File: src/rtl/icache_refill_ctrl.sv
// Instruction-cache miss handler: stalls fetch on a miss, issues one block-aligned
// memory read, assembles the returning beats into a line and writes it in one cycle.
module icache_refill_ctrl #(
    parameter int ADDR_WIDTH  = 64,
    parameter int BLOCK_WIDTH = 512,
    parameter int BEAT_WIDTH  = 64,
    parameter int CNT_WIDTH   = 32
) (
    input  logic                   i_clk,
    input  logic                   i_arst,
    input  logic                   i_fetch_valid,
    input  logic [ADDR_WIDTH-1:0]  i_fetch_addr,
    input  logic                   i_cache_hit,
    output logic                   o_stall,
    output logic                   o_cache_write_en,
    output logic [ADDR_WIDTH-1:0]  o_cache_addr,
    output logic [BLOCK_WIDTH-1:0] o_cache_block,
    output logic                   o_mem_req_valid,
    input  logic                   i_mem_req_ready,
    output logic [ADDR_WIDTH-1:0]  o_mem_req_addr,
    input  logic                   i_mem_rsp_valid,
    input  logic [BEAT_WIDTH-1:0]  i_mem_rsp_data,
    output logic [CNT_WIDTH-1:0]   o_miss_count
);

    localparam int BEATS       = BLOCK_WIDTH / BEAT_WIDTH;
    localparam int BEAT_CNT_W  = (BEATS > 1) ? $clog2(BEATS) : 1;
    localparam int OFFSET_BITS = $clog2(BLOCK_WIDTH / 8);
    localparam logic [BEAT_CNT_W-1:0] LAST_BEAT = BEAT_CNT_W'(BEATS - 1);

    typedef enum logic [1:0] {
        S_IDLE,
        S_REQ,
        S_RESP,
        S_FILL
    } state_e;

    state_e                                 state_q, state_d;
    logic [ADDR_WIDTH-1:0]                  miss_addr_q, miss_addr_d;
    logic [BEATS-1:0][BEAT_WIDTH-1:0]       line_q, line_d;
    logic [BEAT_CNT_W-1:0]                  beat_cnt_q, beat_cnt_d;
    logic [CNT_WIDTH-1:0]                   miss_count_q, miss_count_d;
    logic                                   miss;

    assign miss = i_fetch_valid & ~i_cache_hit;

    always_ff @(posedge i_clk) begin
        if (i_arst) begin
            state_q      <= S_IDLE;
            miss_addr_q  <= '0;
            line_q       <= '0;
            beat_cnt_q   <= '0;
            miss_count_q <= '0;
        end else begin
            state_q      <= state_d;
            miss_addr_q  <= miss_addr_d;
            line_q       <= line_d;
            beat_cnt_q   <= beat_cnt_d;
            miss_count_q <= miss_count_d;
        end
    end

    always_comb begin
        state_d          = state_q;
        miss_addr_d      = miss_addr_q;
        line_d           = line_q;
        beat_cnt_d       = beat_cnt_q;
        miss_count_d     = miss_count_q;
        o_stall          = (state_q != S_IDLE);
        o_mem_req_valid  = 1'b0;
        o_cache_write_en = 1'b0;

        case (state_q)
            S_IDLE: begin
                // The miss cycle itself must stall, so this path is combinational.
                if (miss) begin
                    o_stall     = 1'b1;
                    miss_addr_d = {i_fetch_addr[ADDR_WIDTH-1:OFFSET_BITS], {OFFSET_BITS{1'b0}}};
                    if (miss_count_q != {CNT_WIDTH{1'b1}}) begin
                        miss_count_d = miss_count_q + CNT_WIDTH'(1);
                    end
                    state_d = S_REQ;
                end
            end
            S_REQ: begin
                o_mem_req_valid = 1'b1;
                if (i_mem_req_ready) begin
                    beat_cnt_d = '0;
                    state_d    = S_RESP;
                end
            end
            S_RESP: begin
                // Beat n lands in line bits [n*BEAT_WIDTH +: BEAT_WIDTH].
                if (i_mem_rsp_valid) begin
                    line_d[beat_cnt_q] = i_mem_rsp_data;
                    beat_cnt_d         = beat_cnt_q + BEAT_CNT_W'(1);
                    if (beat_cnt_q == LAST_BEAT) begin
                        state_d = S_FILL;
                    end
                end
            end
            S_FILL: begin
                o_cache_write_en = 1'b1;
                state_d          = S_IDLE;
            end
            default: state_d = S_IDLE;
        endcase
    end

    assign o_mem_req_addr = miss_addr_q;
    assign o_cache_addr   = miss_addr_q;
    assign o_cache_block  = line_q;
    assign o_miss_count   = miss_count_q;

endmodule

File: config.mk
export PLATFORM = sky130hd
export DESIGN_NAME = icache_refill_ctrl
export DESIGN_NICKNAME = d
export VERILOG_FILES = /design/src/rtl/icache_refill_ctrl.sv
export SDC_FILE = /design/constraint.sdc
export NUM_CORES = 1
export LEC_CHECK = 0
export BUFFER_PORTS_ARGS = -buffer_cell sky130_fd_sc_hd__buf_2
export CAP_MARGIN = 20
export CORE_AREA = 2 2 311 313
export CTS_CLUSTER_SIZE = 30
export DETAILED_ROUTE_END_ITERATION = 12
export DIE_AREA = 0 0 313 315
export SLEW_MARGIN = 10
export SYNTH_ARGS = -nofsm -noshare
export SYNTH_HDL_FRONTEND = slang
export SYNTH_SLANG_ARGS = --single-unit
File: constraint.sdc
create_clock -name i_clk -period 2.3 [get_ports i_clk]
set_input_delay 0.46 -clock i_clk [delete_from_list [all_inputs] [get_ports i_clk]]
set_output_delay 0.46 -clock i_clk [all_outputs]
set_load 0.005 [all_outputs]
After elaboration in Yosys (flattened, before gate mapping)

Index checks and enable logic that the tools add are counted.

$mul: 0
Shift operators: 0
Multiplexer cells: 15
Add/subtract/negate cells: 2
Reduce and logical (&&, ||, !) cells: 9
Bitwise logic cells: 2
Magnitude comparators: 2
Eq/ne operators: 9
Divide/modulo/power cells: 0

Operators with widths:

| kind                                                              | number |
|---|---|
| bitwise mux 512 bit                                               | 1 |
| demux 64 bit (select 3 bit)                                       | 1 |
| 2-to-1 mux 64 bit                                                 | 1 |
| adder 32 x 1 -> 32 bit, second input constant                     | 1 |
| != test 32 bit, second input constant                             | 1 |
| 2-to-1 mux 2 bit                                                  | 4 |
| != test 2 bit, second input constant                              | 4 |
| one-hot mux 2 bit (4 select lines)                                | 1 |
| 2-to-1 mux 3 bit                                                  | 2 |
| one-hot mux 3 bit (2 select lines)                                | 1 |
| AND reduction 3 bit                                               | 2 |
| == test 2 bit, second input constant                              | 2 |
| < comparator 3 x 4 -> 1 bit, second input constant                | 1 |
| 2-to-1 mux 1 bit                                                  | 4 |
| AND reduction 2 bit                                               | 2 |
| AND reduction 4 bit                                               | 1 |
| nonzero test 2 bit                                                | 2 |
| adder 3 x 1 -> 3 bit, second input constant                       | 1 |
| == test 3 bit, second input constant                              | 1 |
| greater-or-equal comparator 3 x 1 -> 1 bit, second input constant | 1 |
| == test 2 x 1 -> 1 bit, second input constant                     | 1 |
| logical NOT 2 bit                                                 | 1 |
| AND 1 bit                                                         | 1 |
| logical AND 1 bit                                                 | 1 |
| NOT 1 bit                                                         | 1 |

RAM bits: 0
Flip-flop bits (word level): 607
ROM bits: 0
Memories kept: 0
Logic and storage cells: 51
Output and inout port bits: 675
Input bits: 134
Bits in latches: 0

Logic depth before layout (Yosys ltp)

Gate-level depths: netlist of run 1.

Depth in word-level cells: 5
Depth in mapped cells: 11
Depth with buffers taken out: 7

Worst setup path before layout of run 1

No wires, ideal clock.

Kind: reg-to-reg
From: register state_q[0]
To: register line_q, in the netlist o_cache_block[0]
Slack: 153 ps
Setup time: 132 ps
Data required time: 2168 ps
Cell stages (with the launch flop): 12
Arrival time: 2014 ps
Buffers on the path: 4
Clock period less this slack: 2147 ps
Path through: dfxtp_1 -> inv_1 -> ha_1 -> buf_2 -> nand2_1 -> or2_2 -> clkbuf_1 -> or3_1 -> clkbuf_1 -> clkbuf_1 -> nand2_1 -> a21oi_1

Longest elaborated chain between the ends: 2

RTL lines:

| item                                 | RTL line | source |
|---|---|---|
| from (decl)                          | 38       | `state_e state_q, state_d;` |
| from (signal assigned)               | 55       | `state_q <= state_d;` |
| == test 2 bit                        | 73       | `case (state_q)` |
| AND reduction 2 bit (no source line) | n/a      |  |
| to (signal assigned)                 | 57       | `line_q <= line_d;` |
| to (decl)                            | 40       | `logic [BEATS-1:0][BEAT_WIDTH-1:0] line_q, line_d;` |

Every way passes these cells.
A chain may end at the register's enable or synchronous reset.

Worst setup path in the final report of run 1

From: register state_q[0]
To: register line_q, in the netlist o_cache_block[96]

Same word-level chain as after synthesis.

==> results of run 1 <==
[placed cells by master, fill, tap and decap left out, types with 14 or more instances in the layout]
cell type	n
buf_2	789
dfxtp_1	607
a21oi_1	589
clkbuf_8	14
buf_4	49
buf_12	32
nand2_1	1158
nor2_1	25
o21ai_0	14
clkbuf_16	74
clkbuf_1	17
nand3_1	16
[routing by layer]
metal | wire (microns) | vias up
met5 | 20 | -
met4 | 3000 | 4
met3 | 7930 | 155
met2 | 45000 | 922
met1 | 40200 | 10400
li1 | - | 10400
[critical path, delay by kind of cell, from the launching register on]
kind                       cells  cell delay (ns)
and+or+nand+nor                4             0.69
buffers and inverters          4             0.68
DFF                            1             0.34
adders and majority gates      1             0.20
AOI/OAI and AO/OA              1             0.13
[power breakdown]
group	total, mW	switching [mW]	internal [mW]
combinational	2.07	1.36	0.712
sequential	10.9	0.173	10.8
clock	11.5	4.67	6.86
total	24.5	6.20	18.3
[area by class of cell]
| type | count | share of cell area, % |
|---|---|---|
| clock inverter | 20 | 1.09 |
| sequential | 607 | 40.6 |
| tap | 1276 | 5.33 |
| inverter | 10 | 0.125 |
| multi-input combinational | 1930 | 28.7 |
| clock buffer | 102 | 6.79 |
| timing repair buffer | 887 | 17.4 |
[timing repair]
| action | CTS | global route |
|---|---|---|
| hold endpoints to repair | 11 | 0 |
| setup endpoints to repair | 0 | 232 |
| hold buffers | 11 | 0 |
| setup buffers | 0 | 5 |
| gates resized for setup | 0 | 5 |
[through the flow]
stage               instances  cell area [sq um]  setup slack [ns]  util (%)  hold slack (ns)
global placement         4691              27300             0.101      28.6            0.439
finish                   4832              29900             0.113      31.3           0.0657
global route             4832              29900            0.0257      31.3           0.0229
floorplan                2873              22300             0.153         -            0.453
detailed placement       4691              27300            0.0573      28.6            0.443
CTS                      4824              29800            0.0363      31.1         0.000356
[logic make-up after synthesis]
family	Yosys count	share of synthesized area [%]
buf+inv	336	7.29
fa+ha+maj	8	0.451
compound gates	619	14.1
other cells	1	0.0169
flops	607	54.7
xor+xnor	5	0.197
mux	11	0.535
simple gates	1275	22.7
[worst min-delay path by stage]
stage,from,end,slack [ns],cells after the start
after floorplan,o_cache_block[0]$_SDFFE_PP0P_,o_cache_block[0]$_SDFFE_PP0P_,0.45,2
after global placement,o_cache_block[193]$_SDFFE_PP0P_,o_cache_block[193]$_SDFFE_PP0P_,0.44,2
after detailed placement,o_cache_block[78]$_SDFFE_PP0P_,o_cache_block[78]$_SDFFE_PP0P_,0.44,2
after CTS,i_fetch_addr[11],o_cache_addr[11]$_SDFFE_PP0P_,0.0004,3
after global routing,i_fetch_addr[38],o_cache_addr[38]$_SDFFE_PP0P_,0.02,3
final,i_fetch_addr[11],o_cache_addr[11]$_SDFFE_PP0P_,0.07,3
[state kept, by name, indices dropped and copies added (netlist names)]
register / count
o_cache_block: 512
o_miss_count: 32
state_q: 2
o_cache_addr: 58
beat_cnt_q: 3
==> flow_summary_export.csv, run 1 <==
group,metric,value,unit
clocking,cts_buffer_depth,3,
global_route,use_met2,29.5,%
logic_synthesis,ys_async_sr_fraction,0,%
clocking,h-tree-depth,3,
worst_setup_path,path_class,"reg2reg",
final_layout,num-nets-final,3647,
clocking,clk_latency,0.63,ns
final_layout,diodes,0,
logic_synthesis,yosys_register_bits,607,
pwr,pwr_density_cell,819,nW/um^2
floorplan,core_area,95700,sq um
flow_run,maxCapViolCount,0,
logic_synthesis,yosysWarnings,0,
global_route,grt_max_degree,94,
clocking,cts_sinks,607,
logic_synthesis,synth_commonest_cells,"1,158 x nand2_1, 607 x dfxtp_1, 589 x a21oi_1, 179 x clkbuf_1, 72 x buf_2",
route,ant_nets,0,
timing,skew,0.0252,ns
logic_synthesis,syn_inst,2862,
worst_setup_path,slowest_delay,0.35,ns
route,wl_per_cell,19.9,microns
timing,post-route-period-util,95.1,%
clocking,clk_pin_slew,0.07,ns
worst_setup_path,critPathLaunchType,"flop",
timing,slew_headroom,41.1,%
logic_synthesis,yosysMostFrequentCell,"nand2_1",
pwr,p_leak,12.5,nW
pwr,p_total,24.5,mW
final_layout,fillers,10200,
route,drc,0,
floorplan,ioPinCount,809,
worst_setup_path,slowest_stage,"or2_2",
worst_hold_path,hold_path.class,"in2reg",
worst_setup_path,timing.rr.end,"o_cache_block[96]$_SDFFE_PP0P_",
clocking,numCtsBuffers,69,
route,via_per_inst,4.53,
logic_synthesis,synth_edf_count,0,
worst_setup_path,critPathCaptureType,"flop",
run_status,status,"finished, final reports clean",
logic_synthesis,synth_top_area_share,54.7,%
worst_setup_path,worstPathCellList,"inv_1, ha_4, nand2_1, or2_2, buf_4, nor2_4, buf_4, buf_16, nand2_1, a21oi_1",
timing,rsz0062_at_grt,"false",
logic_synthesis,synth_cell_type_count,41,
global_route,grt.total_usage,18.0,%
logic_synthesis,syn_area_per_cell,7.76,sq um
worst_setup_path,worst_r2r_path_depth,10,
timing,min_period,2.19,ns
place,port_buffers,790,
global_route,grt_pass1_wl,133000,microns
route,firstDrtPassIters,6,
global_route,grt_pass1_vias,19600,
floorplan,die_area,98600,sq um
global_route,antenna_found_initial,7,
clocking,root_buffer,"clkbuf_16",
route,via_count,21900,
floorplan,num_rows,114,
timing,tightest_slew,0.883,ns
worst_setup_path,arrival,2.73,ns
timing,finalHoldViolCount,0,
timing,setup_viol_count_final,0,
floorplan,fp.dieH,315,microns
logic_synthesis,synth_top_area_cell,"dfxtp_1",
final_layout,seq_area,12200,sq um
global_route,grt_overflow,0,
place,place_hpwl,64100,microns
logic_synthesis,synthTopCellsByArea,"dfxtp_1 55%, nand2_1 20%, a21oi_1 13%",
pwr,ir_drop,0.560,mV
timing,max_freq,457,MHz
logic_synthesis,seq_area_frac_synth,54.7,%
floorplan,initial_utilization,23.2,%
place,gp_congestion,0.836,
logic_synthesis,synth-main-ff-cell,"dfxtp_1",
global_route,busiest_layer,"met2",
route,finalWirelength,96200,microns
worst_setup_path,crit_required,2.84,ns
worst_setup_path,crit_end,"o_cache_block[96]$_SDFFE_PP0P_",
final_layout,area_delta_synth_final,34.8,%
global_route,grt_use_met1,22.8,%
worst_setup_path,cp_max_fo,33,
clocking,cts_tree,"yes",
global_route,grtUsageMet3,5.00,%
final_layout,drive_gt1_share,28.4,%
timing,slew_violations,0,
final_layout,multi_input_area,8600,sq um
route,first_iter_violations,1641,
logic_synthesis,netlist_area,22200,sq um
worst_setup_path,critPathLaunch,"state_q[0]$_SDFFE_PP0P_",
worst_setup_path,r2r_start,"state_q[0]$_SDFFE_PP0P_",
worst_setup_path,r2r_setup_slack,0.11,ns
floorplan,die_w,313,microns
timing,fin_tns_setup,0,ns
No activity file was read; power rests on OpenSTA's default activity.
==> run 2, diff against run 1 <==
==> constraint.sdc (replaced) <==
create_clock -name i_clk -period 2.7 [get_ports i_clk]
set_input_delay 0.54 -clock i_clk [delete_from_list [all_inputs] [get_ports i_clk]]
set_output_delay 0.54 -clock i_clk [all_outputs]
set_load 0.005 [all_outputs]
==> run 2 against run 1 <==
- clock skew decreased by 0.015 ns
- sequential share of layout area increased by 0.48 points
- first-iteration DRC count increased by 1.7%
- critical path depth decreased by 2
- register-to-register slack improved by 0.25 ns
- via count decreased by 1.1%
- worst setup slack improved by 0.25 ns
- die area unchanged
- critical path type unchanged
- final area decreased by 1.2%
- count of clock-buffer cells in the layout decreased by 2
- routed wire length decreased by 3.8%
- worst hold slack improved by 0.076 ns
- critical endpoint is now o_cache_block[35]$_SDFFE_PP0P_
==> flow_summary_export.csv, run 2 (synthesized netlist as in run 1, its figures left out) <==
group,metric,value,unit
run_status,status,"finished, final reports clean",
final_layout,layout_common_cells,"1,158 x nand2_1, 789 x buf_2, 607 x dfxtp_1, 589 x a21oi_1, 70 x clkbuf_16",
worst_setup_path,cp_max_fo,64,
worst_setup_path,critPathLaunchType,"flop",
final_layout,num-nets-final,3609,
route,wl_per_cell,19.3,microns
clocking,clk_pin_slew,0.07,ns
route,via_count,21700,
clocking,clk_latency,0.63,ns
worst_setup_path,worstPathCellList,"inv_1, ha_1, nand2_1, or2_2, or3_4, buf_12, nand2_1, a21oi_1",
final_layout,fillers,10300,
pwr,pwr-share-clk,47.8,%
worst_setup_path,timing.rr.end,"o_cache_block[35]$_SDFFE_PP0P_",
global_route,grt.total_usage,17.8,%
route,drc,0,
worst_hold_path,hp-start,"i_fetch_addr[24]",
worst_setup_path,cp_common_cell,"nand2_1",
pwr,p_leak,12.3,nW
worst_setup_path,critPathCaptureType,"flop",
route,via_per_inst,4.51,
final_layout,multi_input_area,8590,sq um
clocking,cts_buffer_depth,3,
timing,fin_tns_setup,0,ns
worst_setup_path,worst_r2r_path_depth,8,
place,port_buffers,790,
worst_hold_path,min_to,"o_cache_addr[24]$_SDFFE_PP0P_",
timing,slew_violations,0,
global_route,grt_pass1_wl,133000,microns
floorplan,fp.dieH,315,microns
pwr,intPower,15.9,mW
clocking,post_cts_resized,0,
final_layout,area_delta_synth_final,33.2,%
timing,setup_viol_count_final,0,
worst_hold_path,hold_path.class,"in2reg",
floorplan,num_rows,114,
timing,min_period,2.34,ns
global_route,use_met2,29.4,%
floorplan,die_w,313,microns
pwr,switchingPower,5.26,mW
final_layout,largest_reg_flops,512,
timing,worst_slack,0.361,ns
clocking,numCtsBuffers,70,
floorplan,die_area,98600,sq um
worst_setup_path,slowest_delay,0.41,ns
clocking,root_buffer,"clkbuf_16",
global_route,grt_use_met1,22.3,%
timing,skew,0.0105,ns
timing,finalHoldViolCount,0,
timing,post-route-period-util,86.6,%
flow_run,maxCapViolCount,0,
worst_setup_path,path_class,"reg2reg",
global_route,grt_max_degree,108,
timing,slew_headroom,37.2,%
timing,max_freq,428,MHz
pwr,ir_drop,0.462,mV
clocking,cts_setup_buffers,0,
clocking,h-tree-depth,3,
route,ant_nets,0,
place,place_hpwl,61900,microns
global_route,grt_pass1_vias,20000,
pwr,p_sw_share,24.9,%
clocking,cts_tree,"yes",
worst_setup_path,arrival,2.85,ns
place,gp_congestion,0.839,
global_route,busiest_layer,"met2",
final_layout,seq_area,12200,sq um
floorplan,initial_utilization,23.2,%
global_route,antenna_found_initial,5,
worst_setup_path,crit_required,3.21,ns
clocking,cts_hold_buf,0,
pwr,pwr_density_cell,715,nW/um^2
worst_setup_path,r2r_start,"state_q[0]$_SDFFE_PP0P_",
final_layout,layout_commonest_cell,"nand2_1",
pwr,combPwrFrac,8.1,%
global_route,grt_overflow,0,
route,firstDrtPassIters,7,
worst_hold_path,worst_hold_path.num_cells,3,
pwr,p_seq_share,44.1,%
worst_setup_path,slowest_stage,"or2_2",
place,place_ws,0.409,ns
final_layout,drive_gt1_share,28.2,%
floorplan,core_area,95700,sq um
timing,rsz0062_at_grt,"false",
floorplan,ioPinCount,809,
route,finalWirelength,92500,microns
timing,tightest_slew,0.941,ns
global_route,grtUsageMet3,4.06,%
clocking,cts_sinks,607,
route,first_iter_violations,1669,
worst_setup_path,r2r_setup_slack,0.36,ns
-- run 2: power by group through the flow --
| stage | logic [mW] | registers (mW) | clock network, mW |
|---|---|---|---|
| after floorplan | 0.976 | 9.52 | 0 |
| after global placement | 1.70 | 9.51 | 0 |
| after detailed placement | 1.72 | 9.52 | 0 |
| after CTS | 1.72 | 9.32 | 10.3 |
| after global routing | 1.87 | 9.34 | 10.7 |
| final | 1.71 | 9.32 | 10.1 |
-- run 2: how the worst max path moves through the flow --
stage | from | end | slack, ns | cells past startpoint
after global placement | i_cache_hit | o_miss_count[12]$_SDFFE_PP0P_ | 0.43 | 5
after detailed placement | state_q[0]$_SDFFE_PP0P_ | o_cache_block[36]$_SDFFE_PP0P_ | 0.41 | 8
after floorplan | i_mem_rsp_valid | o_cache_block[0]$_SDFFE_PP0P_ | 0.50 | 9
final | state_q[0]$_SDFFE_PP0P_ | o_cache_block[35]$_SDFFE_PP0P_ | 0.36 | 8
after global routing | state_q[0]$_SDFFE_PP0P_ | o_cache_block[42]$_SDFFE_PP0P_ | 0.22 | 8
after CTS | state_q[0]$_SDFFE_PP0P_ | o_cache_block[36]$_SDFFE_PP0P_ | 0.39 | 8
-- run 2: metal layers --
metal | vias to the layer above | share of wire [%] | wire, microns
met2 | 845 | 47 | 43900
met3 | 172 | 7.2 | 6670
li1 | 10300 | - | -
met5 | - | 0.0086 | 8
met1 | 10300 | 42 | 38500
met4 | 2 | 3.7 | 3460
-- run 2: area by class of cell --
| class | instances | area share [%] |
|---|---|---|
| clock buffer | 100 | 7.01 |
| tap | 1276 | 5.39 |
| antenna | 4 | 0.0338 |
| sequential | 607 | 41.1 |
| multi-input combinational | 1930 | 29.0 |
| clock inverter | 24 | 1.29 |
| timing repair buffer | 848 | 16.0 |
| inverter | 10 | 0.127 |
-- run 2: through the flow --
stage               total power, mW  util [%]  hold WS, ns  cells  area, sq um
detailed placement             11.2      28.3        0.443   4671        27100
CTS                            21.3      30.9        0.101   4795        29600
global placement               11.2      28.3        0.439   4671        27100
global route                   21.9      30.9        0.118   4797        29600
floorplan                      10.5         -        0.453   2873        22300
finish                         21.2      30.9        0.142   4799        29600
-- run 2: critical path, delay by kind of cell, from the launching register on --
family,cells,cell delay [ns]
AO/OA/AOI/OAI,1,0.07
adder cells (fa/ha/maj),1,0.29
buffers and inverters,2,0.32
flip-flops,1,0.34
AND/OR/NAND/NOR,4,1.09
==> run 3, diff against run 2 <==
--- a/config.mk
+++ b/config.mk
@@ -11,6 +11,7 @@
 export CTS_CLUSTER_SIZE = 30
 export DETAILED_ROUTE_END_ITERATION = 12
 export DIE_AREA = 0 0 313 315
+export REMOVE_ABC_BUFFERS = 1
 export SLEW_MARGIN = 10
 export SYNTH_ARGS = -nofsm -noshare
 export SYNTH_HDL_FRONTEND = slang
==> run 3 against run 2 <==
- worst hold slack improved by 0.014 ns
- power down 2.0%
- largest cell class unchanged
- sequential power about the same
- final area shrank 0.81%
- non-clock buffer count up 5
- core utilization is 0.25 points lower
- sequential cell count stayed put
- highest routed layer is now met4
- maximum frequency shrank 1.1%
- die area unchanged
- first-iteration DRC count fell by 8.8%
==> flow_summary_export.csv, run 3 (synthesized netlist as in run 1, its figures left out) <==
group,metric,value,unit
run_status,status,"finished, final reports clean",
global_route,grt_pass1_vias,19700,
worst_hold_path,min_to,"o_cache_addr[6]$_SDFFE_PP0P_",
route,ant_nets,0,
clocking,numCtsBuffers,69,
worst_setup_path,r2r_setup_slack,0.34,ns
clocking,cts_setup_buffers,0,
final_layout,num-nets-final,3613,
floorplan,die_w,313,microns
timing,skew,0.0130,ns
route,finalWirelength,92900,microns
clocking,h-tree-depth,3,
timing,slew_violations,0,
worst_setup_path,slowest_stage,"dfxtp_1",
worst_hold_path,hold_path.class,"in2reg",
final_layout,fin_area,29400,sq um
global_route,grt_overflow,0,
worst_setup_path,crit_required,3.21,ns
floorplan,num_rows,114,
worst_setup_path,arrival,2.87,ns
floorplan,ioPinCount,809,
clocking,clk_pin_slew,0.06,ns
worst_hold_path,worst_hold_path.num_cells,3,
floorplan,initial_utilization,23.2,%
route,via_count,21500,
clocking,cts_hold_buf,0,
final_layout,layout_commonest_cell,"nand2_1",
clocking,root_buffer,"clkbuf_16",
flow_run,maxCapViolCount,0,
floorplan,fp.dieH,315,microns
place,dp_cells,4676,
clocking,cts_sinks,607,
route,wl_per_cell,19.4,microns
timing,setup_viol_count_final,0,
floorplan,die_area,98600,sq um
worst_setup_path,worst_r2r_path_depth,6,
worst_hold_path,hp-start,"i_fetch_addr[6]",
route,first_iter_violations,1522,
worst_setup_path,critPathCaptureType,"flop",
clocking,cts_buffer_depth,3,
timing,tightest_slew,0.762,ns
worst_setup_path,cp_max_fo,9,
timing,rsz0062_at_grt,"false",
worst_setup_path,critPathLaunchType,"flop",
clocking,post_cts_resized,0,
final_layout,fillers,10300,
pwr,pwr_density_cell,706,nW/um^2
global_route,grt_pass1_wl,132000,microns
timing,whs,0.156,ns
timing,min_period,2.36,ns
timing,fin_tns_setup,0,ns
timing,max_freq,423,MHz
route,firstDrtPassIters,8,
worst_setup_path,r2r_start,"o_miss_count[2]$_SDFFE_PP0P_",
final_layout,layout_common_cells,"1,158 x nand2_1, 789 x buf_2, 607 x dfxtp_1, 589 x a21oi_1, 70 x clkbuf_16",
global_route,grt.total_usage,17.8,%
worst_setup_path,worstPathCellList,"nand4_4, nor4_4, buf_4, o211ai_1, nor3_1, mux2_2",
clocking,clk_latency,0.62,ns
worst_setup_path,path_class,"reg2reg",
global_route,grt_max_degree,97,
final_layout,postLayoutCoreUtil,30.7,%
final_layout,drive_gt1_share,28.0,%
timing,finalHoldViolCount,0,
final_layout,area_delta_synth_final,32.1,%
clocking,cts_tree,"yes",
route,via_per_inst,4.49,
global_route,antenna_found_initial,2,
pwr,p_leak,12.2,nW
timing,post-route-period-util,87.6,%
route,drc,0,
place,place_hpwl,65500,microns
final_layout,largest_reg_flops,512,
timing,slew_headroom,49.2,%
place,placed_area,27100,sq um
floorplan,core_area,95700,sq um
final_layout,final_cells,4798,
pwr,ir_drop,0.476,mV
place,gp_congestion,0.808,
worst_setup_path,slowest_delay,0.49,ns
place,port_buffers,790,
worst_setup_path,timing.rr.end,"o_miss_count[27]$_SDFFE_PP0P_",
==> run 3: changes by cell type in the layout (fill, tap and decap cells not counted), sizes merged <==
cell      delta
buf          +5
clkinv       +1
inv          -2
clkinvlp     +1
bufinv       -3
diode        -3
==> run 3: cell type report <==
type | count | area [sq um] | share of cell area, %
flip-flops and latches | 607 | 12200 | 41.4
clock inverters | 21 | 262 | 0.891
multi-input cells | 1930 | 8590 | 29.3
repair buffers | 853 | 4700 | 16.0
clock buffers | 100 | 2010 | 6.86
diodes | 1 | 2.50 | 0.00852
well taps | 1276 | 1600 | 5.44
inverters | 10 | 37.5 | 0.128
==> run 3: metrics by stage <==
stage	setup slack [ns]	power, mW
6_report	0.336	20.7
4_1_cts	0.353	21.0
5_1_grt	0.132	21.4
3_5_place_dp	0.354	11.4
2_1_floorplan	-1.74	10.1
3_3_place_gp	0.416	11.4
==> run 3: per-layer routing <==
metal  global-route usage (%)  routed length (microns)
met1                     20.9                    36900
met2                     31.2                    46000
met3                     3.93                     6420
met4                     7.81                     3550
met5                        0                        0
==> run 3: report_power, final <==
| group | internal (mW) | leakage, nW | switching, mW |
|---|---|---|---|
| Sequential | 9.18 | 4.89 | 0.166 |
| Clock | 5.66 | 1.12 | 3.84 |
| Combinational | 0.600 | 6.22 | 1.28 |
| Total | 15.4 | 12.2 | 5.29 |
==> run 3: worst max-delay path by stage <==
stage / start / end / slack (ns) / depth (start not counted)
floorplan: state_q[0]$_SDFFE_PP0P_ / o_cache_block[128]$_SDFFE_PP0P_ / -1.74 / 6
global placement: o_miss_count[2]$_SDFFE_PP0P_ / o_miss_count[27]$_SDFFE_PP0P_ / 0.42 / 6
detailed placement: o_miss_count[2]$_SDFFE_PP0P_ / o_miss_count[27]$_SDFFE_PP0P_ / 0.35 / 6
CTS: o_miss_count[2]$_SDFFE_PP0P_ / o_miss_count[27]$_SDFFE_PP0P_ / 0.35 / 6
global route: o_miss_count[2]$_SDFFE_PP0P_ / o_miss_count[27]$_SDFFE_PP0P_ / 0.13 / 6
finish: o_miss_count[2]$_SDFFE_PP0P_ / o_miss_count[27]$_SDFFE_PP0P_ / 0.34 / 6
==> run 3: critical path, delay by kind of cell (launching register included) <==
family | cells | cell delay [ns]
and+or+nand+nor | 3 | 0.92
DFF | 1 | 0.49
muxes | 1 | 0.36
AOI/OAI and AO/OA | 1 | 0.27
buffers and inverters | 1 | 0.21
